File: config.mk
export PLATFORM = sky130hd
export DESIGN_NAME = gf2m_reduce_flat
export DESIGN_NICKNAME = d
export VERILOG_FILES = /design/src/rtl/gf2m_pkg.sv /design/src/rtl/gf2m_reduce_if.sv /design/src/rtl/gf2_mulx.sv /design/src/rtl/gf2m_reduce.sv /design/src/flat_wrapper.sv
export SDC_FILE = /design/constraint.sdc
export NUM_CORES = 1
export LEC_CHECK = 0
export CAP_MARGIN = 30
export CORE_AREA = 2 2 305 307
export CTS_CLUSTER_SIZE = 20
export DETAILED_ROUTE_END_ITERATION = 7
export DIE_AREA = 0 0 307 309
export GPL_TIMING_DRIVEN = 1
export SLEW_MARGIN = 20
export SYNTH_ARGS = -nofsm -noshare
export SYNTH_HDL_FRONTEND = slang
export SYNTH_SLANG_ARGS = --single-unit
File: constraint.sdc
create_clock -name clk -period 4 [get_ports clk]
set_clock_uncertainty 0.05 [all_clocks]
set_input_delay 0.6 -clock clk [delete_from_list [all_inputs] [get_ports clk]]
set_output_delay 0.6 -clock clk [all_outputs]
set_load 0.01 [all_outputs]
File: src/rtl/gf2m_pkg.sv
// gf2m_pkg: shared defaults, FSM state type and a reference reduction
// (schoolbook long division by f) for GF(2^m) reduction.
`default_nettype none

package gf2m_pkg;

    localparam int                 DEF_N    = 256;
    localparam logic [DEF_N-1:0]   DEF_POLY = 256'h425;
    localparam int                 MAX_N    = 256;

    typedef enum logic [1:0] {
        IDLE = 2'd0,
        RUN  = 2'd1,
        DONE = 2'd2
    } state_t;

    // Cancels every coefficient at or above x^n by XORing in a shifted copy of f.
    // Inputs must have no coefficient at or above x^(2n).
    function automatic logic [MAX_N-1:0] ref_reduce(
        input logic [2*MAX_N-1:0] c,
        input int                 n,
        input logic [MAX_N-1:0]   poly
    );
        logic [2*MAX_N-1:0] r;
        r = c;
        for (int i = 2*MAX_N-1; i >= 0; i--) begin
            if (i >= n && i < 2*n && r[i]) begin
                r[i] = 1'b0;
                r    = r ^ ({{MAX_N{1'b0}}, poly} << (i - n));
            end
        end
        return r[MAX_N-1:0];
    endfunction

endpackage

`default_nettype wire

File: src/rtl/gf2m_reduce_if.sv
// gf2m_reduce_if: valid/ready input and output channels of the reduction stage.
`default_nettype none

interface gf2m_reduce_if
    import gf2m_pkg::*;
#(
    parameter int N = DEF_N
);
    logic           in_valid;
    logic           in_ready;
    logic [2*N-1:0] in_data;
    logic           out_valid;
    logic           out_ready;
    logic [N-1:0]   out_data;
    logic           busy;

    modport master (
        output in_valid, in_data, out_ready,
        input  in_ready, out_valid, out_data, busy
    );

    modport slave (
        input  in_valid, in_data, out_ready,
        output in_ready, out_valid, out_data, busy
    );
endinterface

`default_nettype wire

File: src/rtl/gf2_mulx.sv
// gf2_mulx: combinational a(x) * x mod f(x), f = x^N + POLY.
`default_nettype none

module gf2_mulx #(
    parameter int           N    = 8,
    parameter logic [N-1:0] POLY = 8'h1B
) (
    input  logic [N-1:0] a,
    output logic [N-1:0] y
);
    assign y = {a[N-2:0], 1'b0} ^ (a[N-1] ? POLY : {N{1'b0}});
endmodule

`default_nettype wire

File: src/rtl/gf2m_reduce.sv
// gf2m_reduce: bit-serial Horner reduction of a 2N-bit carry-less product
// modulo f(x) = x^N + POLY, one low-half coefficient per cycle.
`default_nettype none

module gf2m_reduce
    import gf2m_pkg::*;
#(
    parameter int           N    = DEF_N,
    parameter logic [N-1:0] POLY = DEF_POLY[N-1:0]
) (
    input  logic         clk,
    input  logic         rst,
    gf2m_reduce_if.slave bus
);
    localparam int CW = (N > 1) ? $clog2(N) : 1;

    state_t        state;
    state_t        state_nxt;
    logic [N-1:0]  acc;
    logic [N-1:0]  shreg;
    logic [CW-1:0] cnt;
    logic [N-1:0]  acc_x;

    gf2_mulx #(
        .N    (N),
        .POLY (POLY)
    ) u_mulx (
        .a (acc),
        .y (acc_x)
    );

    always_comb begin
        state_nxt = state;
        case (state)
            IDLE:    if (bus.in_valid)  state_nxt = RUN;
            RUN:     if (cnt == '0)     state_nxt = DONE;
            DONE:    if (bus.out_ready) state_nxt = IDLE;
            default: state_nxt = IDLE;
        endcase
    end

    always_ff @(posedge clk or negedge rst) begin
        if (!rst) begin
            state <= IDLE;
            acc   <= '0;
            shreg <= '0;
            cnt   <= '0;
        end else begin
            state <= state_nxt;
            case (state)
                IDLE: begin
                    // The upper half already has degree < N, so it seeds acc directly.
                    if (bus.in_valid) begin
                        acc   <= bus.in_data[2*N-1:N];
                        shreg <= bus.in_data[N-1:0];
                        cnt   <= CW'(N - 1);
                    end
                end
                RUN: begin
                    acc   <= acc_x ^ {{(N-1){1'b0}}, shreg[N-1]};
                    shreg <= shreg << 1;
                    if (cnt != '0) cnt <= cnt - 1'b1;
                end
                default: ;
            endcase
        end
    end

    assign bus.in_ready  = (state == IDLE);
    assign bus.out_valid = (state == DONE);
    assign bus.busy      = (state != IDLE);
    assign bus.out_data  = acc;
endmodule

`default_nettype wire
File: src/flat_wrapper.sv
// flat-port wrapper written by rule: the top's interface ports become plain ports
module gf2m_reduce_flat import gf2m_pkg::*;
#(
    parameter int           N    = DEF_N,
    parameter logic [N-1:0] POLY = DEF_POLY[N-1:0]
)
  (clk, rst, bus_in_valid, bus_in_data, bus_out_ready, bus_in_ready, bus_out_valid, bus_out_data, bus_busy);
  gf2m_reduce_if #(.N(N)) bus_i ();
  input  logic clk;
  input  logic rst;
  input wire logic [$bits(bus_i.in_valid)-1:0] bus_in_valid;
  input wire logic [$bits(bus_i.in_data)-1:0] bus_in_data;
  input wire logic [$bits(bus_i.out_ready)-1:0] bus_out_ready;
  output wire logic [$bits(bus_i.in_ready)-1:0] bus_in_ready;
  output wire logic [$bits(bus_i.out_valid)-1:0] bus_out_valid;
  output wire logic [$bits(bus_i.out_data)-1:0] bus_out_data;
  output wire logic [$bits(bus_i.busy)-1:0] bus_busy;
  assign bus_i.in_valid = bus_in_valid;
  assign bus_i.in_data = bus_in_data;
  assign bus_i.out_ready = bus_out_ready;
  assign bus_in_ready = bus_i.in_ready;
  assign bus_out_valid = bus_i.out_valid;
  assign bus_out_data = bus_i.out_data;
  assign bus_busy = bus_i.busy;
  gf2m_reduce #(.N(N), .POLY(POLY)) u_core (.clk(clk), .rst(rst), .bus(bus_i));
endmodule
==> results.sh <==
export IMPL_antenna_found_initial=10
export IMPL_ys_types=34
export IMPL_cts_made_buffers=60
export IMPL_fin_crit_sh=0.682
export IMPL_path_max_fanout=10
export IMPL_num_vias=22400
export IMPL_cts_root_buf="clkbuf_16"
export IMPL_port_buffers=774
export IMPL_drc_errors=0
export IMPL_path_clk_slew_ns=0.06
export IMPL_yosysSeqAreaShare=0.552
export IMPL_total_power_mw=24.8
export IMPL_nNetsFinal=4050
export IMPL_io_pins=775
export IMPL_synth_top_cell_area_share=0.552
export IMPL_syn_area_um2=23700
export IMPL_grt_start_max_net_pins=189
export IMPL_status="complete, no violations"
export IMPL_drive_gt1_frac=0.0542
export IMPL_core_um2=91400
export IMPL_cts_hold_buf=0
export IMPL_path_class="reg -> out"
export IMPL_timing_hold_ws_ns=0.0440
export IMPL_synthArstFlopShare=1.00
export IMPL_cp_endpoint="bus_in_ready"
export IMPL_synth_area_leaders="dfrtp_1 (55%), nand2_1 (16%), a31oi_1 (13%)"
export IMPL_routed_wl_um=87000
export IMPL_ys_warn_count=0
export IMPL_fp_row_count=111
export IMPL_die_area_um2=94900
export IMPL_grt_total_usage=0.176
export IMPL_crit_required_ns=3.35
export IMPL_start_util=0.259
export IMPL_worst_r2r_setup_slack_ns=1.58
export IMPL_clockBufferDepth=3
export IMPL_synth_edf_count=0
export IMPL_grt_ovfl_total=0
export IMPL_post_place_ws_ns=1.33
export IMPL_critPathLaunch="u_core.state[0]"
export IMPL_synth_avg_cell_area_um2=8.32
export IMPL_leakage_nw=15.0
export IMPL_die_h_um=309
export IMPL_drv_cap=0
export IMPL_setup_tns_ns=0
export IMPL_syn_to_final_growth_pct=46.6
export IMPL_syn_num_nets=3364
export IMPL_cellPowerDensity_nw_per_um2=716
export IMPL_fin_ws_ns=1.27
export IMPL_grt_pass1_vias=22100
export IMPL_setup_viol=0
export IMPL_h_tree_depth=2
export IMPL_place_area_um2=32600
export IMPL_worst_r2r_path_depth=4
export IMPL_fmax_mhz=367
export IMPL_rr_startpoint="u_core.state[0]"
export IMPL_crit_path_end_kind="primary output"
export IMPL_wl_met1_um=36100
export IMPL_r2r_end="u_core.bus.out_data[35]"
export IMPL_fillers=9321
export IMPL_slew_viol_final=0
export IMPL_tightest_slew_ns=0.969
export IMPL_worstSkewPairLatency_ns=0.61
export IMPL_cts_tree="yes"
export IMPL_fin_crit_ns=2.73
export IMPL_fin_util=0.380
export IMPL_synth_ff_latch_count=522
export IMPL_grt_pass1_wl_um=131000
export IMPL_yosys_area_top_type="dfrtp_1"
export IMPL_dr_first_iter_drc_count=1826
export IMPL_stdcell_count=4770
export IMPL_post_cts_resized=0
export IMPL_synth_main_ff_cell="dfrtp_1"
export IMPL_rsz0062_at_grt="no"
export IMPL_fin_area_um2=34700
export IMPL_irDropWorstVdd_v=0.000374
export IMPL_dieWidth_um=307
export IMPL_netlist_instances=2846
export IMPL_topRoutingLayerUsed="met5"
export IMPL_post_cts_setup_buffer_count=0
export IMPL_ant_nets=0
export IMPL_vias_per_cell=4.69
export IMPL_dr_wl_met2_um=41600
export IMPL_place_hpwl_um=63700
export IMPL_met3WireLength_um=6110
export IMPL_globalplace_congestion=0.875
export IMPL_dp_cells=4656
export IMPL_critPathLaunchType="register"
export IMPL_clock_sinks=522
export IMPL_drt_pre_antenna_iters=6
export IMPL_hold_path_class="in -> async"
export IMPL_synth_top_cells_by_count="nand2_1 (1016), dfrtp_1 (522), nor2_1 (513)"
export IMPL_arrival_ns=2.08
export IMPL_routedWlPerCell_um=18.2
export IMPL_finalHoldViolCount=0
export IMPL_max_slew_margin=0.354
export IMPL_synth_most_common_cell="nand2_1"
-- how the worst min path moves through the flow --
stage	startpoint	endpoint	slack (ns)	cells after the start
3_3_place_gp	u_core.cnt[0]	u_core.cnt[0]	0.45	1
2_1_floorplan	rst	u_core.bus.out_data[0]	0.25	0
4_1_cts	rst	u_core.shreg[212]	0.06	1
6_report	rst	u_core.shreg[212]	0.04	1
3_5_place_dp	u_core.cnt[0]	u_core.cnt[0]	0.46	1
5_1_grt	rst	u_core.shreg[212]	0.07	1
-- worst max-delay path, cell delays in order (launching register included) --
cell	delay, ns
dfrtp_1	0.52
nor2_1	0.35
clkdlybuf4s50_1	0.60
-- per-layer routing --
metal	up-vias	track usage
met5	-	0
met4	12	0.0661
met3	167	0.0461
met2	656	0.291
met1	10700	0.220
li1	10900	-
-- state kept, by name (all words and copies together) (netlist names) --
name	count
u_core.bus.out_data	256
u_core.cnt	8
u_core.shreg	256
u_core.state	2
-- kinds of logic (layout without fill, tap and decap cells) --
family,Yosys count,in the layout,synth area share
multiplexers,4,4,0.00169
adder cells (fa/ha/maj),2,2,0.00106
flip-flops,522,522,0.552
AO/OA/AOI/OAI,531,531,0.141
AND/OR/NAND/NOR,1547,1547,0.248
other,0,4,0
XOR/XNOR,4,4,0.00148
buffers and inverters,236,970,0.0559
-- cells in the final DEF (no fill, tap or decap), types with 3 or more instances in the layout --
cell,instances
buf_12,27
a21oi_1,5
clkbuf_16,61
clkbuf_1,3
mux2i_1,4
nor2_1,513
clkinvlp_4,3
diode_2,4
bufinv_16,8
o22ai_1,8
clkdlybuf4s50_1,773
clkinv_2,15
nand2_1,1016
dfrtp_1,522
buf_4,53
clkbuf_8,17
xor2_1,4
a31oi_1,507
inv_1,6
-- power breakdown --
group	leakage [nW]	switching [mW]	total [mW]	internal [mW]
registers	6.03	2.08	10.1	7.97
clock network	1.06	2.35	5.96	3.60
logic	7.86	4.28	8.83	4.55
-- area by class of cell --
class | count | area [um^2] | share of cell area
diodes | 4 | 10.0 | 0.000288
clock buffers | 81 | 1770 | 0.0510
clock inverters | 29 | 367 | 0.0106
inverters | 6 | 22.5 | 0.000649
multi-input cells | 2088 | 9320 | 0.268
flip-flops and latches | 522 | 13100 | 0.376
well taps | 1186 | 1480 | 0.0427
repair buffers | 854 | 8690 | 0.250
Note: power is estimated with default switching activity, not from simulation.
